## src/rtl/audio_pkg.sv

```systemverilog
// Shared types and helpers for the audio output scheduler.
// Holds the default widths, the FSM state type and the packed-slice extractor.
package audio_pkg;

   localparam int SAMPLE_W_DEF    = 16;
   localparam int FRAME_DIV_W_DEF = 9;
   localparam int MAX_REQ         = 8;
   localparam int MAX_SAMPLE_W    = 32;
   localparam int SLICE_BUS_W     = MAX_REQ * MAX_SAMPLE_W;

   typedef enum logic {
      IDLE  = 1'b0,
      OWNED = 1'b1
   } state_t;

   // Returns slice idx of a bus packed as width-bit fields (width <= MAX_SAMPLE_W).
   function automatic logic [MAX_SAMPLE_W-1:0] slice_of(
      input logic [SLICE_BUS_W-1:0] bus,
      input int unsigned            idx,
      input int unsigned            width
   );
      logic [SLICE_BUS_W-1:0]  shifted;
      logic [MAX_SAMPLE_W-1:0] mask;
      shifted = bus >> (idx * width);
      mask    = {MAX_SAMPLE_W{1'b1}} >> (MAX_SAMPLE_W - width);
      return shifted[MAX_SAMPLE_W-1:0] & mask;
   endfunction

endpackage

```

## src/rtl/audio_rr_pick.sv

```systemverilog
// Combinational round-robin picker: first requester at or after ptr, wrapping modulo NUM_REQ.
module audio_rr_pick #(
   parameter int NUM_REQ = 4,
   parameter int IDX_W   = $clog2(NUM_REQ)
) (
   input  logic [NUM_REQ-1:0] req,
   input  logic [IDX_W-1:0]   ptr,
   output logic [NUM_REQ-1:0] onehot,
   output logic [IDX_W-1:0]   idx,
   output logic               any
);

   always_comb begin
      int               sum;
      logic [IDX_W-1:0] cand;
      // NOTE: every variable gets a default before any branch, so no path can infer a latch.
      sum  = 0;
      cand = '0;
      idx  = '0;
      any  = 1'b0;
      for (int off = 0; off < NUM_REQ; off++) begin
         sum = int'(ptr) + off;
         if (sum >= NUM_REQ) sum = sum - NUM_REQ;
         cand = IDX_W'(sum);
         if (!any && req[cand]) begin
            any = 1'b1;
            idx = cand;
         end
      end
      onehot = any ? (NUM_REQ'(1) << idx) : '0;
   end

endmodule

```

## src/rtl/audio_output_scheduler.sv

```systemverilog
// Shares one I2S speaker path among NUM_REQ sources: frame-locked round-robin ownership
// and a once-per-frame latch of the owner's stereo sample.
module audio_output_scheduler
   import audio_pkg::*;
#(
   parameter int NUM_REQ     = 4,
   parameter int SAMPLE_W    = SAMPLE_W_DEF,
   parameter int FRAME_DIV_W = FRAME_DIV_W_DEF
) (
   input  logic                        clk,
   input  logic                        rst,
   input  logic [NUM_REQ-1:0]          req,
   input  logic [NUM_REQ-1:0]          smp_valid,
   input  logic [NUM_REQ*SAMPLE_W-1:0] smp_left,
   input  logic [NUM_REQ*SAMPLE_W-1:0] smp_right,
   input  logic                        mute,
   output logic [NUM_REQ-1:0]          grant,
   output logic [NUM_REQ-1:0]          smp_ack,
   output logic                        frame_tick,
   output logic                        underrun,
   output logic [SAMPLE_W-1:0]         audio_left,
   output logic [SAMPLE_W-1:0]         audio_right
);

   localparam int IDX_W = $clog2(NUM_REQ);
   localparam logic [FRAME_DIV_W-1:0] PRE_LAST = {{(FRAME_DIV_W-1){1'b1}}, 1'b0};

   logic [FRAME_DIV_W-1:0] cnt;
   state_t                 state_q, state_d;
   logic [IDX_W-1:0]       owner_q, owner_d;
   logic [IDX_W-1:0]       ptr_q, ptr_d;
   logic [NUM_REQ-1:0]     win_onehot;
   logic [IDX_W-1:0]       win_idx;
   logic                   win_any;
   logic                   latch_en, clear_en, ack_en, under_en;
   logic [SAMPLE_W-1:0]    owner_left, owner_right;

   // Tick is registered one count early so it coincides with cnt == max.
   always_ff @(posedge clk or posedge rst) begin
      if (rst) begin
         cnt        <= '0;
         frame_tick <= 1'b0;
      end else begin
         // NOTE: non-blocking assignments so every register samples pre-edge values.
         cnt        <= cnt + 1'b1;
         frame_tick <= (cnt == PRE_LAST);
      end
   end

   audio_rr_pick #(
      .NUM_REQ (NUM_REQ),
      .IDX_W   (IDX_W)
   ) u_pick (
      .req    (req),
      .ptr    (ptr_q),
      .onehot (win_onehot),
      .idx    (win_idx),
      .any    (win_any)
   );

   assign owner_left  = SAMPLE_W'(slice_of(SLICE_BUS_W'(smp_left),  32'(owner_q), SAMPLE_W));
   assign owner_right = SAMPLE_W'(slice_of(SLICE_BUS_W'(smp_right), 32'(owner_q), SAMPLE_W));

   // State register.
   always_ff @(posedge clk or posedge rst) begin
      if (rst) begin
         state_q <= IDLE;
         owner_q <= '0;
         ptr_q   <= '0;
      end else begin
         state_q <= state_d;
         owner_q <= owner_d;
         ptr_q   <= ptr_d;
      end
   end

   // Next state: all decisions are taken only on the frame_tick cycle.
   always_comb begin
      state_d  = state_q;
      owner_d  = owner_q;
      ptr_d    = ptr_q;
      latch_en = 1'b0;
      clear_en = 1'b0;
      ack_en   = 1'b0;
      under_en = 1'b0;
      if (frame_tick) begin
         case (state_q)
            IDLE: begin
               if (win_any) begin
                  state_d = OWNED;
                  owner_d = win_idx;
                  ptr_d   = (win_idx == IDX_W'(NUM_REQ-1)) ? '0 : win_idx + 1'b1;
               end
            end
            OWNED: begin
               if (req[owner_q]) begin
                  if (smp_valid[owner_q]) begin
                     latch_en = 1'b1;
                     ack_en   = 1'b1;
                  end else begin
                     clear_en = 1'b1;
                     under_en = 1'b1;
                  end
               end else begin
                  // Release: ptr already points past the old owner, so it ranks last.
                  clear_en = 1'b1;
                  if (win_any) begin
                     owner_d = win_idx;
                     ptr_d   = (win_idx == IDX_W'(NUM_REQ-1)) ? '0 : win_idx + 1'b1;
                  end else begin
                     state_d = IDLE;
                  end
               end
            end
            default: state_d = IDLE;
         endcase
      end
   end

   // Outputs decoded from state.
   always_comb begin
      grant = '0;
      for (int i = 0; i < NUM_REQ; i++)
         grant[i] = (state_q == OWNED) && (owner_q == IDX_W'(i));
   end

   always_ff @(posedge clk or posedge rst) begin
      if (rst) begin
         smp_ack     <= '0;
         underrun    <= 1'b0;
         audio_left  <= '0;
         audio_right <= '0;
      end else begin
         smp_ack  <= ack_en ? grant : '0;
         underrun <= under_en;
         if (latch_en) begin
            audio_left  <= mute ? '0 : owner_left;
            audio_right <= mute ? '0 : owner_right;
         end else if (clear_en) begin
            audio_left  <= '0;
            audio_right <= '0;
         end
      end
   end

   logic unused_onehot;
   assign unused_onehot = ^win_onehot;

endmodule
```

## config.mk

```make
export PLATFORM = sky130hd
export DESIGN_NAME = audio_output_scheduler
export DESIGN_NICKNAME = d
export VERILOG_FILES = /design/src/rtl/audio_pkg.sv /design/src/rtl/audio_rr_pick.sv /design/src/rtl/audio_output_scheduler.sv
export SDC_FILE = /design/constraint.sdc
export NUM_CORES = 1
export LEC_CHECK = 0
export BUFFER_PORTS_ARGS = -buffer_cell sky130_fd_sc_hd__buf_2
export CAP_MARGIN = 20
export CORE_AREA = 2 2 107 109
export CTS_CLUSTER_DIAMETER = 80
export DETAILED_ROUTE_END_ITERATION = 10
export DIE_AREA = 0 0 109 111
export PLACE_DENSITY_LB_ADDON = 0.25
export SYNTH_ARGS = -nofsm -noshare
export SYNTH_HDL_FRONTEND = slang
export SYNTH_SLANG_ARGS = --single-unit
export TNS_END_PERCENT = 10
```

## constraint.sdc

```tcl
create_clock -name clk -period 3.5 [get_ports clk]
set_input_delay 0.7 -clock clk [delete_from_list [all_inputs] [get_ports clk]]
set_output_delay 0.7 -clock clk [all_outputs]
set_load 0.1 [all_outputs]
```

==> metrics.yaml, run 1 <==
seq_power_share: 0.466
p_per_area_nw_per_um2: 308.9
drc_errors: 0
synth.cell_area_um2: 3002
criticalPathCategory: "reg -> out"
gp_congestion: 0.6886
whs_ns: 0.4713
avgSynthCellArea_um2: 11.16
cts.htree.levels: 2
vias_per_cell: 4.642
worstSkewPairLatency_ns: 0.29
whs_endpoint: "cnt[7]"
cts_tree: "yes"
critPathLaunch: "owner_q[1]"
ioPinCount: 181
dieArea_um2: 12100
switchingPower_mw: 0.2681
wl_um: 8592
skew_ns: 0.005211
dpl.cell_count: 576
die_h_um: 111
critPathCaptureType: "primary output"
r2r-end: "audio_right[15]"
report.final.setup_viol: 0
ys_types: 32
place_area_um2: 4000
initial_utilization: 0.2710
status: "complete, no violations"
grt_max_degree: 44
syn2layout_area_growth_pct: 38.85
fin_ws_ns: 0.8197
fmax_mhz: 373.1
syn_inst: 269
drt-initial-drc-count: 94
clock-sinks: 52
fin_nets: 581
final_cell_mix: "buf_2, nand2_1, dfrtp_1, mux4_2, o21ai_0"
fin_cells: 584
hold_viol: 0
crit_fanout: 43
antenna_found_initial: 0
comb_power_share: 0.102
ys_seq_area_frac: 0.4335
grt_usage: 0.1455
grt_pass1_wl_um: 13970
postCtsHoldBufs: 0
cts_root_buf: "clkbuf_16"
layout_commonest_cell: "buf_2"
nFillCells: 1138
p_clk_frac: 0.431
hold_depth: 1
ff2ff_setup_slack_ns: 1.13
port_buffers: 180
synth_seq_cells: 52
required_ns: 2.80
cts-resized-gates: 0
post_cts_buffers: 0
synthTopCellsByArea: "dfrtp_1, mux4_2, nand2_1"
clkTransAtPathRegs_ns: 0.07
dp.final_hpwl_um: 6545
dr.pass1.iters: 4
worst_slew_pin_slew_ns: 0.9548
r2r_start: "owner_q[1]"
vias: 2711
rsz0062_at_grt: "no"
ir_drop_v: 0.0002550
synth_top_cell_by_area: "dfrtp_1"
switching_share: 0.2082
critPathArrivalTime_ns: 1.98
fin_area_um2: 4168
cts_buffers: 5
cp-start-kind: "flop"
die_w_um: 109
slew_viol_final: 0
worstHoldStart: "cnt[7]"
holdCritPathClass: "reg -> reg"
ant_nets: 0
fin_crit_sh: 0.7658
ys.warnings.count: 0
diodes: 0
slew_headroom: 0.3634
synth_top_area_frac: 0.4335
core_area_um2: 11080
final_util: 0.3763
clock_path_buffers: 2
cap_violations: 0
pre_cts_ws_ns: 1.080
tns_ns: 0
num_rows: 39
grt-ovfl-total: 0
r2r_cells: 4
p_int_mw: 1.019
syn_nets: 410
min_period_ns: 2.680
p_leak_nw: 1.952
drive_above_1_share: 0.5283
power_mw: 1.287
grt_pass1_vias: 2923
wl_per_cell_um: 14.71
-- logic make-up after synthesis --
family | count (synthesis) | share of synthesized area
compound gates | 44 | 0.08045
xor+xnor | 8 | 0.02334
simple gates | 103 | 0.1501
mux | 35 | 0.2584
fa+ha+maj | 2 | 0.008335
buf+inv | 25 | 0.04585
flops | 52 | 0.4335
-- state kept, by name, summed over array words and instances (netlist names) --
name	flops
state_q	1
ptr_q	2
cnt	9
underrun	1
owner_q	2
frame_tick	1
audio_left	16
smp_ack	4
audio_right	16
-- layout make-up --
class	count	area, um^2	share of cell area
multi-input cells	192	1568	0.3762
flip-flops and latches	52	1304	0.3128
repair buffers	184	930.9	0.2234
well taps	143	178.9	0.04293
clock buffers	5	125.1	0.03002
clock inverters	3	42.54	0.01021
inverters	5	18.77	0.004503
-- how the worst max path moves through the flow --
stage | end | depth (start not counted)
after CTS | grant[2] | 2
after global routing | grant[2] | 2
after global placement | grant[2] | 2
final | grant[2] | 2
after floorplan | grant[0] | 3
after detailed placement | audio_right[15] | 4
-- worst max-delay path, cell delays in order, from the launching register on --
cell     delay, ns
dfrtp_2       0.99
and3b_1       0.27
buf_2         0.42
-- cells in the mapped netlist, drive strengths merged --
master / instances
a311oi: 1
xnor2: 3
a21oi: 2
mux2i: 1
inv: 5
ha: 2
nor3: 1
and2: 3
xor2: 5
o41ai: 1
nor3b: 3
buf: 9
o21ai: 37
mux4: 34
a21boi: 1
nand3b: 1
nand2b: 1
nand3: 6
clkbuf: 11
and3: 1
dfrtp: 52
nor2b: 1
nand2: 75
a21o: 1
nor2: 7
a221o: 1
and3b: 2
nand4: 2
-- power by group through the flow --
stage / sequential (mW) / clock [mW] / combinational [mW]
3_5_place_dp: 0.612 / 0 / 0.134
3_3_place_gp: 0.612 / 0 / 0.129
2_1_floorplan: 0.612 / 0 / 0.0496
5_1_grt: 0.600 / 0.607 / 0.147
6_report: 0.600 / 0.555 / 0.132
4_1_cts: 0.600 / 0.579 / 0.134
-- per-layer routing --
layer / track usage / routed length, um / part of all wire / vias up
met1: 0.1817 / 3712 / 0.43 / 1293
met2: 0.2580 / 4228 / 0.49 / 109
li1: - / - / - / 1299
met5: 0 / 0 / 0 / -
met3: 0.02587 / 550 / 0.064 / 10
met4: 0.03333 / 100 / 0.012 / 0
Power figures use the tool's default switching activity.
==> run 2, diff against run 1 <==
clock period = 2.3 ns   (was 3.5 ns; I/O delays follow)
==> run 2 against run 1 <==
- critical path depth grew 1
- worst setup slack lost 0.52 ns
- global-route usage down 0.36 points
- highest routed layer unchanged
- via count grew 1.4%
==> metrics.yaml, run 2 (synthesis results as in run 1) <==
slew_viol_final: 0  # unchanged
switching_share: 0.2162  # was 0.2082
critPathCaptureType: "primary output"  # unchanged
slowest_stage: "dfrtp_2"  # unchanged
vias_per_cell: 4.667  # was 4.642
clock-sinks: 52  # unchanged
core_area_um2: 11080  # unchanged
crit_fanout: 23  # was 43
grt-ovfl-total: 0  # unchanged
slew_headroom: 0.6046  # was 0.3634
num_rows: 39  # unchanged
hold_viol: 0  # unchanged
switchingPower_mw: 0.4057  # was 0.2681 mW
critPathTopFamily: "buffers and inverters"  # was flip-flops
holdCritPathClass: "in -> async"  # was reg -> reg
slowest_delay_ns: 0.42  # was 0.99 ns
post_cts_buffers: 0  # unchanged
grt_pass1_vias: 2828  # was 2923
vias: 2749  # was 2711
wl_um: 8547  # was 8592 um
dp.final_hpwl_um: 6940  # was 6545 um
min_period_ns: 2.000
critPathArrivalTime_ns: 1.54  # was 1.98 ns
cts_buffers: 5  # unchanged
critPathBufInv: 2  # was 1
dieArea_um2: 12100  # unchanged
fmax_mhz: 500.1
p_per_area_nw_per_um2: 441.2  # was 308.9 nW/um^2
r2r_cells: 4  # unchanged
p_clk_frac: 0.405  # was 0.431
cts.htree.levels: 2  # unchanged
tns_ns: 0  # unchanged
nFillCells: 1121  # was 1138
die_h_um: 111  # unchanged
cp_cell_sequence: "buf_4, and3b_1, buf_12"  # was and3b_1, buf_2
ant_nets: 0  # unchanged
criticalPathCategory: "reg -> out"  # unchanged
worst_slew_pin_slew_ns: 0.5854  # was 0.9548 ns
fin_cells: 589  # was 584
seq_power_share: 0.487  # was 0.466
cap_violations: 0  # unchanged
r2r-end: "audio_left[10]"  # was audio_right[15]
syn2layout_area_growth_pct: 41.68  # was 38.85%
cp-start-kind: "flop"  # unchanged
drive_above_1_share: 0.5336  # was 0.5283
whs_ns: 0.2168  # was 0.4713 ns
fin_nets: 586  # was 581
drc_errors: 0  # unchanged
r2r_start: "owner_q[0]"  # was owner_q[1]
antenna_found_initial: 0  # unchanged
fin_area_um2: 4253  # was 4168 um^2
wl_per_cell_um: 14.51  # was 14.71 um
required_ns: 1.84  # was 2.80 ns
skew_ns: 0.004666  # was 0.005211 ns
gp_congestion: 0.6952  # was 0.6886
ir_drop_v: 0.0003054  # was 0.0002550 V
postCtsHoldBufs: 0  # unchanged
fin_crit_sh: 0.8695
power_mw: 1.876  # was 1.287 mW
p_int_mw: 1.471  # was 1.019 mW
grt_usage: 0.1419  # was 0.1455
final_cell_mix: "buf_2, nand2_1, dfrtp_1, mux4_2, o21ai_0"  # unchanged
rsz0062_at_grt: "no"  # unchanged
die_w_um: 109  # unchanged
cts_tree: "yes"  # unchanged
clkTransAtPathRegs_ns: 0.07  # about the same
cts-resized-gates: 0  # unchanged
layout_commonest_cell: "buf_2"  # unchanged
grt_pass1_wl_um: 13740  # was 13970 um
ff2ff_setup_slack_ns: 0.47  # was 1.13 ns
cp.depth: 3  # was 2
comb_power_share: 0.108  # was 0.102
ioPinCount: 181  # unchanged
place_area_um2: 4104  # was 4000 um^2
worstSkewPairLatency_ns: 0.29  # about the same
largestRegisters: "audio_left (16), audio_right (16), cnt (9)"  # unchanged
dr.pass1.iters: 4  # unchanged
dpl.cell_count: 581  # was 576
report.final.setup_viol: 0  # unchanged
status: "complete, no violations"  # unchanged
drt-initial-drc-count: 86  # was 94
p_leak_nw: 1.982  # was 1.952 nW
grt_max_degree: 34  # was 44
port_buffers: 180  # unchanged
critPathLaunch: "owner_q[0]"  # was owner_q[1]
pre_cts_ws_ns: 0.2994  # was 1.080 ns
fin_ws_ns: 0.3003  # was 0.8197 ns
diodes: 0  # unchanged
clock_path_buffers: 2  # unchanged
final_util: 0.3839  # was 0.3763
initial_utilization: 0.2710  # unchanged
cts_root_buf: "clkbuf_16"  # unchanged
## run 2: cell types whose count changed in the layout (fill, tap and decap cells not counted)
cell,before,now
buf_12,0,4
buf_4,4,9
nor3b_4,0,1
bufinv_16,1,0
clkinvlp_4,1,0
nor3b_2,1,0
clkinv_2,1,2
buf_2,180,176
clkbuf_8,0,1
## run 2: worst max path at each step
stage / end / slack [ns]
finish: grant[1] / 0.30
global route: grant[3] / 0.19
CTS: grant[1] / 0.25
detailed placement: audio_left[10] / 0.30
global placement: audio_right[4] / 0.38
floorplan: grant[2] / 0.24
## run 2: layout make-up
cell class	count	area, um^2	area share
clock buffer	6	138.9	0.03266
clock inverter	2	10.01	0.002354
inverter	5	18.77	0.004413
multi-input combinational	192	1574	0.3701
sequential	52	1304	0.3066
tap	143	178.9	0.04207
timing repair buffer	189	1028	0.2418
## run 2: power by group through the flow
stage               combinational (mW)  sequential, mW  clock (mW)
finish                           0.202           0.914       0.760
global route                     0.224           0.913       0.817
CTS                              0.208           0.913       0.783
detailed placement               0.207           0.932           0
global placement                 0.199           0.932           0
floorplan                       0.0755           0.932           0
## run 2: worst register-to-register path: stages (launching register included)
cell	delay [ns]
dfrtp_2	0.42
mux4_2	0.55
nor2b_4	0.15
nand2_2	0.36
o21ai_0	0.20
## run 2: per-layer routing
metal	track usage	vias up	part of all wire
li1	-	1310	-
met1	0.1778	1325	0.41
met2	0.2513	108	0.51
met3	0.03469	6	0.074
met4	0.01795	0	0.0060
met5	0	-	0
==> run 3, diff against run 2 <==
SLEW_MARGIN = 10   (was unset)
clock period = 1.8 ns   (was 2.3 ns; I/O delays follow)
==> run 3 against run 2 <==
- first-iteration DRC count is 8.1% higher
- via count decreased by 0.62%
- largest cell class unchanged
- die area stayed put
- sequential power increased by 28%
- final cell count grew 0.34%
==> metrics.yaml, run 3 (synthesis results as in run 1) <==
status: "complete, no violations"  # unchanged
cts_root_buf: "clkbuf_16"  # unchanged
slowest_stage: "dfrtp_2"  # unchanged
die_w_um: 109  # unchanged
layout_commonest_cell: "buf_2"  # unchanged
drc_errors: 0  # unchanged
min_period_ns: 1.754
num_rows: 39  # unchanged
cts_tree: "yes"  # unchanged
die_h_um: 111  # unchanged
post_cts_buffers: 0  # unchanged
fmax_mhz: 570.1
largestRegisters: "audio_left (16), audio_right (16), cnt (9)"  # unchanged
ir_drop_v: 0.0003859  # was 0.0003054 V
drt-initial-drc-count: 93  # was 86
highest_layer: "met4"  # unchanged
cp_common_cell: "buf_12"
p_per_area_nw_per_um2: 551.3  # was 441.2 nW/um^2
switchingPower_mw: 0.4876  # was 0.4057 mW
tns_ns: 0  # unchanged
ff2ff_setup_slack_ns: 0.14  # was 0.47 ns
wl_um: 8358  # was 8547 um
grt-ovfl-total: 0  # unchanged
wl_per_cell_um: 14.14  # was 14.51 um
met1_length_um: 3408  # was 3533 um
grt_pass1_wl_um: 12990  # was 13740 um
crit_fanout: 24  # was 23
slew_headroom: 0.5503  # was 0.6046
grt_pass1_vias: 2612  # was 2828
p_clk_frac: 0.398  # was 0.405
power_mw: 2.381  # was 1.876 mW
cp_cell_sequence: "buf_12, and3b_2, buf_12"  # was buf_4, and3b_1, buf_12
report.final.setup_viol: 0  # unchanged
slowest_delay_ns: 0.46  # was 0.42 ns
drive_above_1_share: 0.5379  # was 0.5336
critPathLaunch: "owner_q[0]"  # unchanged
critPathArrivalTime_ns: 1.39  # was 1.54 ns
nFillCells: 1118  # was 1121
p_int_mw: 1.894  # was 1.471 mW
clkTransAtPathRegs_ns: 0.06  # was 0.07 ns
clock-sinks: 52  # unchanged
p_leak_nw: 2.003  # was 1.982 nW
worstSkewPairLatency_ns: 0.28  # was 0.29 ns
required_ns: 1.44  # was 1.84 ns
skew_ns: 0.005139  # was 0.004666 ns
cp-start-kind: "flop"  # unchanged
port_buffers: 180  # unchanged
clock_path_buffers: 2  # unchanged
r2r_start: "owner_q[0]"  # unchanged
met2_length_um: 4246  # was 4326 um
gp_congestion: 0.7600  # was 0.6952
initial_utilization: 0.2710  # unchanged
seq_power_share: 0.491  # was 0.487
worst_slew_pin_slew_ns: 0.6659  # was 0.5854 ns
criticalPathCategory: "reg -> out"  # unchanged
grt_usage: 0.1362  # was 0.1419
dp.final_hpwl_um: 6723  # was 6940 um
grt_max_degree: 32  # was 34
cap_violations: 0  # unchanged
switching_share: 0.2048  # was 0.2162
syn2layout_area_growth_pct: 43.89  # was 41.68%
comb_power_share: 0.111  # was 0.108
fin_crit_sh: 0.9745
critPathTopFamily: "flip-flops"  # was buffers and inverters
fin_nets: 588  # was 586
cts.htree.levels: 2  # unchanged
met3_length_um: 623  # was 636 um
vias_per_cell: 4.623  # was 4.667
antenna_found_initial: 0  # unchanged
final_cell_mix: "buf_2, nand2_1, dfrtp_1, mux4_2, o21ai_0"  # unchanged
critPathCaptureType: "primary output"  # unchanged
ioPinCount: 181  # unchanged
rsz0062_at_grt: "yes"  # was no
hold_viol: 0  # unchanged
ant_nets: 0  # unchanged
holdCritPathClass: "in -> async"  # unchanged
diodes: 0  # unchanged
vias: 2732  # was 2749
critPathBufInv: 2  # unchanged
dr.pass1.iters: 4  # unchanged
core_area_um2: 11080  # unchanged
cts_buffers: 5  # unchanged
dieArea_um2: 12100  # unchanged
slew_viol_final: 0  # unchanged
==> run 3: cell types whose count changed in the layout (fill, tap and decap cells not counted), sizes merged <==
cell	previous run	this run
buf	189	191
clkbuf	6	8
clkinv	2	0
==> run 3: what timing repair did <==
action	CTS	global route
endpoints found under the hold margin	0	0
hold buffers	0	0
resized for setup	0	1
endpoints found under the setup margin	0	3
==> run 3: metal layers <==
| metal | track usage | vias to the layer above |
|---|---|---|
| li1 | - | 1319 |
| met1 | 0.1735 | 1297 |
| met2 | 0.2373 | 106 |
| met3 | 0.02587 | 10 |
| met4 | 0.02991 | 0 |
| met5 | 0 | - |
==> run 3: worst register-to-register path, cell delays in order (launching register included) <==
cell and delay (ns):
dfrtp_2 0.45, buf_4 0.37, mux4_2 0.56, nand2_1 0.08
o21ai_0 0.08
==> run 3: final timing paths <==
check / end / depth (start not counted)
min: audio_left[2] / 2
max reg2reg: audio_right[9] / 4
max in group asynchronous: owner_q[1] / 3
min reg2reg: audio_right[4] / 2
min in group clk: audio_left[4] / 4
max: grant[2] / 3
==> run 3: layout make-up <==
class,instances,area [um^2],area share
clock buffers,8,146.4,0.03389
inverters,5,18.77,0.004345
multi-input cells,192,1578,0.3653
flip-flops and latches,52,1304,0.3019
well taps,143,178.9,0.04143
repair buffers,191,1094,0.2532
==> run 3: power by group through the flow <==
stage | Clock, mW | Sequential, mW | Combinational, mW
final | 0.948 | 1.17 | 0.265
after global routing | 1.05 | 1.17 | 0.295
after CTS | 1.00 | 1.17 | 0.271
after detailed placement | 0 | 1.19 | 0.269
after global placement | 0 | 1.19 | 0.261
after floorplan | 0 | 1.19 | 0.0964
==> run 3: metrics by stage <==
| stage | cell area, um^2 | utilization | hold WS, ns | setup WS, ns | instances |
|---|---|---|---|---|---|
| 6_report | 4319 | 0.3899 | 0.09024 | 0.04587 | 591 |
| 3_3_place_gp | 4172 | 0.3766 | 0.4100 | 0.1935 | 583 |
| 5_1_grt | 4319 | 0.3899 | 0.1230 | -0.01028 | 591 |
| 3_5_place_dp | 4172 | 0.3766 | 0.4148 | 0.1267 | 583 |
| 2_1_floorplan | 3015 | - | 0.4375 | -0.1147 | 269 |
| 4_1_cts | 4318 | 0.3898 | 0.1040 | 0.02111 | 591 |
